**src/rtl/msx_key_scanner_if.sv**
```systemverilog
// Keyboard matrix and PPI-facing signals of the MSX key scanner.
// master = scanner, slave = keyboard model / PPI side.
interface msx_key_scanner_if;
    logic [10:0] key_y_n;
    logic [7:0]  key_x_n;
    logic [3:0]  matrix_y;
    logic [7:0]  matrix_x;
    logic        scan_done;

    modport master (
        output key_y_n,
        input  key_x_n,
        input  matrix_y,
        output matrix_x,
        output scan_done
    );

    modport slave (
        input  key_y_n,
        output key_x_n,
        output matrix_y,
        input  matrix_x,
        input  scan_done
    );
endinterface

```
**src/rtl/msx_key_scanner.sv**
```systemverilog
// Debounced MSX keyboard matrix scanner: walks 11 rows, debounces the
// sampled columns per row, and serves the stable image to the PPI.
module msx_key_scanner #(
    parameter int SETTLE_CYCLES  = 86,
    parameter int DEBOUNCE_SCANS = 4
) (
    input  logic              clk,
    input  logic              reset,
    msx_key_scanner_if.master bus
);
    localparam int SW = $clog2(SETTLE_CYCLES + 1);
    localparam logic [SW-1:0] SETTLE_LAST = SW'(SETTLE_CYCLES - 1);
    localparam logic [3:0] DS = 4'(DEBOUNCE_SCANS);

    typedef enum logic [1:0] {SELECT, SETTLE, SAMPLE} state_e;

    state_e        state_q;
    logic [3:0]    row_q;
    logic [SW-1:0] settle_q;
    logic [10:0]   key_y_q;
    logic          scan_done_q;
    logic [7:0]    matrix_x_q;
    logic [7:0]    xs1_q;
    logic [7:0]    xs_q;
    logic [7:0]    cand_q   [11];
    logic [2:0]    cnt_q    [11];
    logic [7:0]    stable_q [11];

    logic [3:0]    cnt_inc;
    logic [3:0]    cnt_d;
    logic          commit_d;

    // New debounce count for the row being sampled; a changed sample restarts at 1.
    always_comb begin
        cnt_inc = {1'b0, cnt_q[row_q]} + 4'd1;
        if (xs_q != cand_q[row_q]) begin
            cnt_d = 4'd1;
        end else if (cnt_inc > DS) begin
            cnt_d = DS;
        end else begin
            cnt_d = cnt_inc;
        end
        commit_d = (cnt_d >= DS);
    end

    always_ff @(posedge clk or posedge reset) begin
        if (reset) begin
            state_q     <= SELECT;
            row_q       <= 4'd0;
            settle_q    <= '0;
            key_y_q     <= 11'h7FF;
            scan_done_q <= 1'b0;
            matrix_x_q  <= 8'hFF;
            xs1_q       <= 8'hFF;
            xs_q        <= 8'hFF;
            for (int r = 0; r < 11; r++) begin
                cand_q[r]   <= 8'hFF;
                cnt_q[r]    <= 3'd0;
                stable_q[r] <= 8'hFF;
            end
        end else begin
            xs1_q       <= bus.key_x_n;
            xs_q        <= xs1_q;
            scan_done_q <= 1'b0;
            matrix_x_q  <= (bus.matrix_y <= 4'd10) ?
                           stable_q[bus.matrix_y] : 8'hFF;

            unique case (state_q)
                SELECT: begin
                    key_y_q  <= ~(11'd1 << row_q);
                    settle_q <= '0;
                    state_q  <= SETTLE;
                end
                SETTLE: begin
                    if (settle_q == SETTLE_LAST) begin
                        state_q     <= SAMPLE;
                        scan_done_q <= (row_q == 4'd10);
                    end else begin
                        settle_q <= settle_q + SW'(1);
                    end
                end
                SAMPLE: begin
                    cand_q[row_q] <= xs_q;
                    cnt_q[row_q]  <= cnt_d[2:0];
                    if (commit_d) begin
                        stable_q[row_q] <= xs_q;
                    end
                    row_q   <= (row_q == 4'd10) ? 4'd0 : row_q + 4'd1;
                    state_q <= SELECT;
                end
                default: state_q <= SELECT;
            endcase
        end
    end

    assign bus.key_y_n   = key_y_q;
    assign bus.scan_done = scan_done_q;
    assign bus.matrix_x  = matrix_x_q;
endmodule

```
**src/flat_wrapper.sv**
```systemverilog
// flat-port wrapper written by rule: the top's interface ports become plain ports
module msx_key_scanner_flat 
#(
    parameter int SETTLE_CYCLES  = 86,
    parameter int DEBOUNCE_SCANS = 4
)
  (clk, reset, bus_key_y_n, bus_key_x_n, bus_matrix_y, bus_matrix_x, bus_scan_done);
  msx_key_scanner_if bus_i ();
  input  logic clk;
  input  logic reset;
  output wire logic [$bits(bus_i.key_y_n)-1:0] bus_key_y_n;
  input wire logic [$bits(bus_i.key_x_n)-1:0] bus_key_x_n;
  input wire logic [$bits(bus_i.matrix_y)-1:0] bus_matrix_y;
  output wire logic [$bits(bus_i.matrix_x)-1:0] bus_matrix_x;
  output wire logic [$bits(bus_i.scan_done)-1:0] bus_scan_done;
  assign bus_key_y_n = bus_i.key_y_n;
  assign bus_i.key_x_n = bus_key_x_n;
  assign bus_i.matrix_y = bus_matrix_y;
  assign bus_matrix_x = bus_i.matrix_x;
  assign bus_scan_done = bus_i.scan_done;
  msx_key_scanner #(.SETTLE_CYCLES(SETTLE_CYCLES), .DEBOUNCE_SCANS(DEBOUNCE_SCANS)) u_core (.clk(clk), .reset(reset), .bus(bus_i));
endmodule
```
**config.mk**
```make
export PLATFORM = sky130hd
export DESIGN_NAME = msx_key_scanner_flat
export DESIGN_NICKNAME = d
export VERILOG_FILES = /design/src/rtl/msx_key_scanner_if.sv /design/src/rtl/msx_key_scanner.sv /design/src/flat_wrapper.sv
export SDC_FILE = /design/constraint.sdc
export NUM_CORES = 1
export LEC_CHECK = 0
export CAP_MARGIN = 0
export CORE_MARGIN = 2
export CORE_UTILIZATION = 45
export CTS_BUF_LIST = sky130_fd_sc_hd__clkbuf_4 sky130_fd_sc_hd__clkbuf_8
export DETAILED_ROUTE_END_ITERATION = 6
export HOLD_SLACK_MARGIN = 0.05
export SYNTH_ARGS = -nofsm -noshare
export SYNTH_HDL_FRONTEND = slang
export SYNTH_SLANG_ARGS = --single-unit
export TNS_END_PERCENT = 10
```
**constraint.sdc**
```tcl
create_clock -name clk -period 12.2 [get_ports clk]
set_input_delay 2.44 -clock clk [delete_from_list [all_inputs] [get_ports clk]]
set_output_delay 2.44 -clock clk [all_outputs]
set_load 0.1 [all_outputs]
```
==> qor.yml, run 1 <==
outcome:
  status: "completed"
die:
  initial_utilization_pct: 45.8
  core_mm2: 0.0260
  dieArea_mm2: 0.0278
  die_h_um: 167
  rows: 59
  pin_count: 34
  dieWidth_um: 167
logic_synthesis:
  synthCells: 862
  yosys.area.top_type_share_pct: 46.6
  synthTopCellsByCount: "dfstp_2, mux2_2, nand2_1, dfrtp_1, clkbuf_1"
  synth_ff_type: "dfstp_2"
  ys_top_cells_by_area: "dfstp_2, mux2_2, dfrtp_1, mux4_2, mux2i_1"
  syn_area_per_cell_um2: 13.8
  async_flop_share_pct: 100
  synth_compound_area_share_pct: 5.88
  synth-simple-area-share_pct: 6.95
  ys_ff_latch: 258
  synth_mux_area_share_pct: 26.2
  synth_adder_area_share_pct: 0.526
  synth_edf_count: 0
  syn_area_mm2: 0.0119
  synth_top_cell_by_area: "dfstp_2"
  synth_most_common_cell: "dfstp_2"
  yosysUniqueCellTypes: 55
  synth.net_count: 881
  ys_seq_area_share_pct: 56.5
  yosys_warnings: 0
  synthXorXnorAreaFrac_pct: 0.883
  synth_top_family_by_area: "multiplexers"
place:
  io_buffers: 33
  dpl.cell_count: 1179
  place_congestion: 0.751
  dpl.hpwl_mm: 16.7
  place_ws_ns: 7.52
critical_path:
  cp-end-kind: "primary output"
  path_cells: "clkdlybuf4s50_1"
  path_class: "flip-flop to primary output"
  cpPeakStageDelay_ns: 1.14
  crit_slowest_cell: "clkdlybuf4s50_1"
  worstPathMaxFanout: 1
  worst-endpoint-required_ns: 9.76
  crit_start: "u_core.bus.matrix_x[3]"
  worstSetupStartpointType: "flip-flop"
  r2r-start: "u_core.row_q[0]"
  crit_arrival_ns: 2.23
  path_buf_inv: 1
  crit_family: "buffers and inverters"
  reg2reg_slack_ns: 8.10
detailed_routing:
  viasPerCell: 5.69
  wl_per_cell_um: 21.7
  drt_wl_total_mm: 27.3
  drc_errors: 0
  dr.pass1.iters: 5
  via_count: 7162
  drt_iter0_markers: 532
  ant_nets: 0
clock_tree:
  numCtsBuffers: 45
  cts_max_level: 2
  clk_latency_ns: 0.56
  clkSlewWorstSetupHoldPaths_ns: 0.06
  cts_sinks: 258
  cts_buffer_depth: 3
  cts-root-buf: "clkbuf_8"
  cts_resized: 0
  holdBufCountCts: 0
  cts_setup_buffers: 0
  cts_tree: "yes"
sta:
  hold_viol: 0
  fmax_mhz: 214
  setup_viol: 0
  post-route-period-util_pct: 38.2
  clock_skew_ns: 0.0361
  rsz0062_at_grt: "false"
  period_minus_slack_ns: 4.67
  setup_slack_ns: 7.53
  relSlewSlack_pct: 23.0
  fin_setup_tns_ns: 0
  tightest_slew_ns: 1.15
  slew_viol_final: 0
layout:
  layout-drive-gt1-share_pct: 59.0
  final_cells: 1258
  n_antenna_cell: 0
  final_core_util_pct: 51.8
  fill_cells: 2199
  area_delta_synth_final_pct: 13.1
  layout.nets: 910
power:
  power_frac_seq_pct: 49.5
  power_density_mw_per_mm2: 132
  power.switching_mw: 0.406
  power.share.switching_pct: 22.8
  ir_drop_mv: 0.101
  p_leak_nw: 5.64
  combPwrFrac_pct: 3.3
  power_frac_clock_pct: 47.3
  p_int_mw: 1.37
min_path:
  hold_class: "flip-flop to flip-flop"
  hp-start: "u_core.xs1_q[6]"
grt:
  grt_pass1_wl_mm: 43.9
  track_usage_pct: 20.1
  antenna_found_initial: 0
  first_global_vias: 7676
  grt_start_max_net_pins: 104
  overflow: 0
run:
  drv_cap: 0
==> per-layer routing <==
metal  routed length, um  track usage [%]  up-vias
met3                1430             4.13       40
met4                 461             5.55        0
li1                    -                -     3173
met2               13000             31.9      178
met5                   0                0        -
met1               12400             28.2     3771
==> power by group through the flow <==
stage                     logic, mW  clock network, mW  registers [mW]
after floorplan              0.0304                  0           0.899
after global placement       0.0589                  0           0.892
after detailed placement     0.0600                  0           0.892
after CTS                    0.0602              0.862           0.880
after global routing         0.0636              0.905           0.880
final                        0.0583              0.841           0.880
==> logic make-up after synthesis <==
group,after synthesis
AO/OA/AOI/OAI,102
XOR/XNOR,12
adder cells (fa/ha/maj),5
buffers and inverters,85
flip-flops,258
multiplexers,254
AND/OR/NAND/NOR,146
==> state kept, by name (all words and copies together) (netlist names) <==
register	flops
u_core.bus.key_y_n	11
u_core.state_q	2
u_core.row_q	4
u_core.bus.matrix_x	8
u_core.bus.scan_done	1
u_core.xs1_q	8
u_core.xs_q	8
u_core.cand_q	88
u_core.cnt_q	33
u_core.settle_q	7
u_core.stable_q	88
==> per-stage QoR <==
stage,power (mW),hold WS [ns],instance area [um^2]
2_1_floorplan,0.929,0.345,11900
3_3_place_gp,0.950,0.345,12500
3_5_place_dp,0.952,0.347,12500
4_1_cts,1.80,0.344,13500
5_1_grt,1.85,0.342,13500
6_report,1.78,0.324,13500
==> area by class of cell <==
cell class / instances / area [um^2] / area share, %
repair buffers: 47 / 435 / 3.24
flip-flops and latches: 258 / 6720 / 50.0
well taps: 335 / 419 / 3.12
clock inverters: 10 / 77.6 / 0.577
multi-input cells: 519 / 4820 / 35.8
inverters: 20 / 82.6 / 0.614
clock buffers: 69 / 900 / 6.69
==> final timing paths <==
path	endpoint	cells after the start
setup / recovery	bus_matrix_x[3]	1
hold / removal	u_core.xs_q[6]	0
setup reg to reg	u_core.stable_q[49]	10
hold reg to reg	u_core.xs_q[6]	0
max in group asynchronous	u_core.row_q[1]	3
min in group asynchronous	u_core.cand_q[51]	2
==> cell usage in the layout (no fill, tap or decap), drive strengths merged, types with 10 or more instances in the layout <==
| cell | instances |
|---|---|
| mux2 | 196 |
| o21ai | 32 |
| dfstp | 211 |
| nor2 | 32 |
| dfrtp | 47 |
| inv | 20 |
| nand2 | 57 |
| a21oi | 10 |
| o221ai | 12 |
| clkbuf | 69 |
| a31oi | 13 |
| mux2i | 32 |
| nand3 | 11 |
| buf | 14 |
| clkdlybuf4s50 | 33 |
| mux4 | 26 |
(Power assumes the default switching activity.)
==> run 2: changes to the inputs <==
Clock period 12.2 ns to 4.12 ns, I/O delays scaled along.
==> run 2 against run 1 <==
Net effect:
- die area unchanged
- power rose to 2.9 times the previous value
- global-route usage up 0.64 points
- first-iteration DRC count down 31%
- non-clock buffer count is 10 higher
- wire length increased by 2.8%
- largest cell class unchanged
- highest routed layer unchanged
==> qor.yml, run 2 (same netlist as run 1, synthesis figures left out) <==
detailed_routing:
  ant_nets: 0
  via_count: 7299
  viasPerCell: 5.77
  dr.pass1.iters: 5
  wl_per_cell_um: 22.2
  drt_iter0_markers: 368
  drc_errors: 0
  drt_wl_total_mm: 28.1
sta:
  setup_viol: 0
  fin_setup_tns_ns: 0
  fmax_mhz: 280
  period_minus_slack_ns: 3.57
  hold_viol: 0
  tightest_slew_ns: 1.06
  relSlewSlack_pct: 29.0
  slew_viol_final: 0
  rsz0062_at_grt: "false"
  clock_skew_ns: 0.0208
  post-route-period-util_pct: 86.5
critical_path:
  reg2reg_slack_ns: 0.55
  path_class: "flip-flop to flip-flop"
  cp-end-kind: "flip-flop"
  worstPathMaxFanout: 26
  crit_arrival_ns: 4.03
  worstSetupStartpointType: "flip-flop"
  worst-endpoint-required_ns: 4.58
layout:
  layout-drive-gt1-share_pct: 59.4
  layout.nets: 920
  fill_cells: 2184
  largestRegisters: "u_core.cand_q: 88 flops, u_core.stable_q: 88 flops, u_core.cnt_q: 33 flops"
  n_antenna_cell: 0
  mostFrequentLayoutCell: "dfstp_2"
  area_delta_synth_final_pct: 13.7
  final_cell_mix: "dfstp_2, mux2_2, nand2_1, clkbuf_8, dfrtp_1"
  design_area_mm2: 0.0135
die:
  core_mm2: 0.0260
  dieWidth_um: 167
  dieArea_mm2: 0.0278
  die_h_um: 167
  initial_utilization_pct: 45.8
  rows: 59
  pin_count: 34
outcome:
  status: "completed"
clock_tree:
  numCtsBuffers: 45
  cts_buffer_depth: 3
  cts_tree: "yes"
  clk_latency_ns: 0.55
  cts_sinks: 258
  cts_max_level: 2
  clkSlewWorstSetupHoldPaths_ns: 0.06
  cts_setup_buffers: 0
  cts_resized: 0
  cts-root-buf: "clkbuf_8"
  holdBufCountCts: 0
power:
  p_int_mw: 4.01
  ir_drop_mv: 0.219
  combPwrFrac_pct: 3.6
  power.switching_mw: 1.17
  p_leak_nw: 5.68
  power_frac_clock_pct: 46.0
  power.share.switching_pct: 22.6
  power_frac_seq_pct: 50.3
  power_density_mw_per_mm2: 382
grt:
  first_global_vias: 7807
  grt_start_max_net_pins: 103
  track_usage_pct: 20.7
  grt_pass1_wl_mm: 45.2
  overflow: 0
  antenna_found_initial: 0
run:
  drv_cap: 0
min_path:
  hold_class: "flip-flop to flip-flop"
place:
  io_buffers: 33
  place_congestion: 0.893
  place_area_mm2: 0.0126
  dpl.hpwl_mm: 18.1
-- run 2: changes by cell type in the layout (fill, tap and decap cells not counted) --
cell	previous run	this run
clkbuf_4	8	17
bufinv_16	1	0
buf_12	0	4
inv_8	1	0
buf_4	14	20
clkinvlp_4	1	3
clkbuf_8	61	57
clkinv_2	8	1
-- run 2: layout make-up --
class / instances / area, um^2 / share of cell area [%]
tap: 335 / 419 / 3.10
clock inverter: 3 / 20.0 / 0.148
inverter: 20 / 78.8 / 0.583
clock buffer: 74 / 912 / 6.74
sequential: 258 / 6720 / 49.7
timing repair buffer: 57 / 561 / 4.14
multi-input combinational: 519 / 4820 / 35.6
-- run 2: power by group through the flow --
stage / Clock, mW / Combinational, mW / Sequential [mW]
2_1_floorplan: 0 / 0.0905 / 2.66
3_3_place_gp: 0 / 0.188 / 2.64
3_5_place_dp: 0 / 0.191 / 2.64
4_1_cts: 2.45 / 0.192 / 2.60
5_1_grt: 2.58 / 0.204 / 2.61
6_report: 2.38 / 0.188 / 2.60
-- run 2: per-stage QoR --
stage / total power, mW / std cells / setup WS [ns] / util [%] / hold WS, ns
after global routing: 5.39 / 1266 / 0.302 / 52.1 / 0.347
after CTS: 5.25 / 1266 / 0.578 / 52.1 / 0.350
final: 5.18 / 1266 / 0.554 / 52.1 / 0.351
after global placement: 2.83 / 1189 / 0.608 / 48.5 / 0.347
after detailed placement: 2.83 / 1189 / 0.588 / 48.5 / 0.347
after floorplan: 2.75 / 862 / 0.0687 / - / 0.345
-- run 2: final timing paths --
check	startpoint	end	depth (start not counted)
max	u_core.row_q[1]	u_core.stable_q[42]	10
min	u_core.xs1_q[7]	u_core.xs_q[7]	0
max reg2reg	u_core.row_q[1]	u_core.stable_q[42]	10
min reg2reg	u_core.xs1_q[7]	u_core.xs_q[7]	0
max in group asynchronous	reset	u_core.cand_q[64]	3
min in group asynchronous	reset	u_core.cand_q[63]	2
-- run 2: critical path: stages, from the launching register on --
cell	delay, ns
dfrtp_2	0.80
buf_12	0.25
mux2i_1	0.21
o22ai_1	0.15
a2111oi_4	0.34
xor2_1	0.18
o2111ai_1	0.18
nor4_4	0.22
buf_4	0.33
nand4_2	0.39
mux2_2	0.40
-- run 2: per-layer routing --
layer	vias up	GRT usage [%]	share of wire [%]
li1	3206	-	-
met1	3796	29.1	46
met2	236	33.0	47
met3	61	4.09	5.2
met4	0	5.88	2.3
met5	-	0	0
==> run 3: changes to the inputs <==
Settings changed: CTS_BUF_LIST sky130_fd_sc_hd__clkbuf_4 sky130_fd_sc_hd__clkbuf_8 to sky130_fd_sc_hd__clkbuf_16, SETUP_SLACK_MARGIN from default to 0.3.
==> run 3 against run 2 <==
Net effect:
- first-iteration DRC count increased by 15%
- clock power about the same
- combinational power hardly changed
- critical path depth unchanged
- critical path type unchanged
- global-route usage down 0.17 points
- flip-flop and latch count unchanged
- highest routed layer unchanged
- clock-buffer cell count is 44 lower
- sequential share of layout area rose by 0.21 points
==> qor.yml, run 3 (same netlist as run 1, synthesis figures left out) <==
outcome:
  status: "completed"
critical_path:
  worstRegToRegCells: 10
  worst-endpoint-required_ns: 4.60
  path_depth: 10
  path_cells: "buf_4 -> or3b_2 -> o22ai_1 -> a2111oi_4 -> xor2_1 -> o2111ai_1 -> nor4_4 -> buf_4 -> nand4_2 -> mux2_2"
  crit_family: "simple AND/OR/NAND/NOR gates"
  cpPeakStageDelay_ns: 0.52
  worstSetupStartpointType: "flip-flop"
  cp-end-kind: "flip-flop"
  path_buf_inv: 2
  timing.critical_path.mode_cell: "buf_4"
  crit_arrival_ns: 3.89
  path_class: "flip-flop to flip-flop"
  worstPathMaxFanout: 17
  crit_slowest_cell: "or3b_2"
clock_tree:
  clkSlewWorstSetupHoldPaths_ns: 0.06
  numCtsBuffers: 29
  cts-root-buf: "clkbuf_16"
  holdBufCountCts: 0
  clk_latency_ns: 0.55
  cts_max_level: 1
  cts_sinks: 258
  cts_buffer_depth: 3
  cts_tree: "yes"
layout:
  final_core_util_pct: 51.9
  layout-drive-gt1-share_pct: 56.3
  n_antenna_cell: 0
  largestRegisters: "u_core.cand_q: 88 flops, u_core.stable_q: 88 flops, u_core.cnt_q: 33 flops"
  area_delta_synth_final_pct: 13.3
  layout.nets: 904
  final_cell_mix: "dfstp_2, mux2_2, nand2_1"
  mostFrequentLayoutCell: "dfstp_2"
sta:
  slew_viol_final: 0
  hold_viol: 0
  period_minus_slack_ns: 3.41
  hold_ws_ns: 0.352
  fmax_mhz: 293
  clock_skew_ns: 0.0136
  setup_slack_ns: 0.712
  post-route-period-util_pct: 82.7
  relSlewSlack_pct: 30.4
  fin_setup_tns_ns: 0
  tightest_slew_ns: 1.04
  rsz0062_at_grt: "false"
  setup_viol: 0
die:
  pin_count: 34
  die_h_um: 167
  dieArea_mm2: 0.0278
  rows: 59
  initial_utilization_pct: 45.8
  dieWidth_um: 167
  core_mm2: 0.0260
power:
  ir_drop_mv: 0.332
  p_leak_nw: 5.66
  power_mw: 5.15
  power_density_mw_per_mm2: 382
place:
  io_buffers: 33
  place_ws_ns: 0.588
  place_congestion: 0.893
  dpl.hpwl_mm: 18.1
min_path:
  hold-path-cell-count: 0
  hold_class: "flip-flop to flip-flop"
grt:
  track_usage_pct: 20.6
  overflow: 0
  antenna_found_initial: 0
  grt_pass1_wl_mm: 45.1
  grt_start_max_net_pins: 103
  first_global_vias: 7766
detailed_routing:
  viasPerCell: 5.78
  drt_wl_total_mm: 27.9
  via_count: 7188
  ant_nets: 0
  drc_errors: 0
  dr.pass1.iters: 7
  wl_per_cell_um: 22.4
  drt_iter0_markers: 423
run:
  drv_cap: 0
[run 3: cell types whose count changed in the layout (fill, tap and decap cells not counted), sizes merged]
cell,before,now
bufinv,0,1
inv,19,31
clkbuf,74,30
clkinv,1,10
clkinvlp,3,2
[run 3: final timing paths]
check                           startpoint             endpoint  slack [ns]
setup / recovery           u_core.row_q[0]  u_core.stable_q[46]        0.71
hold / removal             u_core.xs1_q[2]       u_core.xs_q[2]        0.35
setup reg to reg           u_core.row_q[0]  u_core.stable_q[46]        0.71
hold reg to reg            u_core.xs1_q[2]       u_core.xs_q[2]        0.35
max in group asynchronous            reset     u_core.cand_q[8]        2.66
min in group asynchronous            reset    u_core.cand_q[63]        0.89
[run 3: per-layer routing]
| metal | vias up | wire length, um | track usage (%) |
|---|---|---|---|
| met5 | - | 0 | 0 |
| met4 | 0 | 497 | 5.02 |
| met3 | 46 | 1410 | 3.09 |
| met2 | 200 | 13100 | 32.8 |
| met1 | 3774 | 12900 | 29.7 |
| li1 | 3168 | - | - |
[run 3: power breakdown]
| part | internal, mW | leakage, nW | switching, mW |
|---|---|---|---|
| Combinational | 0.0487 | 2.37 | 0.139 |
| Clock | 1.36 | 0.467 | 0.996 |
| Sequential | 2.57 | 2.82 | 0.0335 |
| Total | 3.98 | 5.66 | 1.17 |
[run 3: cell type report]
| type | count | area, um^2 |
|---|---|---|
| Multi-Input combinational cell | 519 | 4820 |
| Fill cell | 2177 | 12500 |
| Timing Repair Buffer | 57 | 561 |
| Clock buffer | 30 | 751 |
| Inverter | 20 | 78.8 |
| Sequential cell | 258 | 6720 |
| Tap cell | 335 | 419 |
| Clock inverter | 24 | 128 |
[run 3: timing repair]
item,4_1_cts,5_1_grt
setup buffers,0,0
resized for setup,0,1
setup endpoints to repair,0,4
[run 3: metrics by stage]
stage,instance area (um^2),instances
after floorplan,11900,862
after global placement,12600,1189
after detailed placement,12600,1189
after CTS,13500,1243
after global routing,13500,1243
final,13500,1243
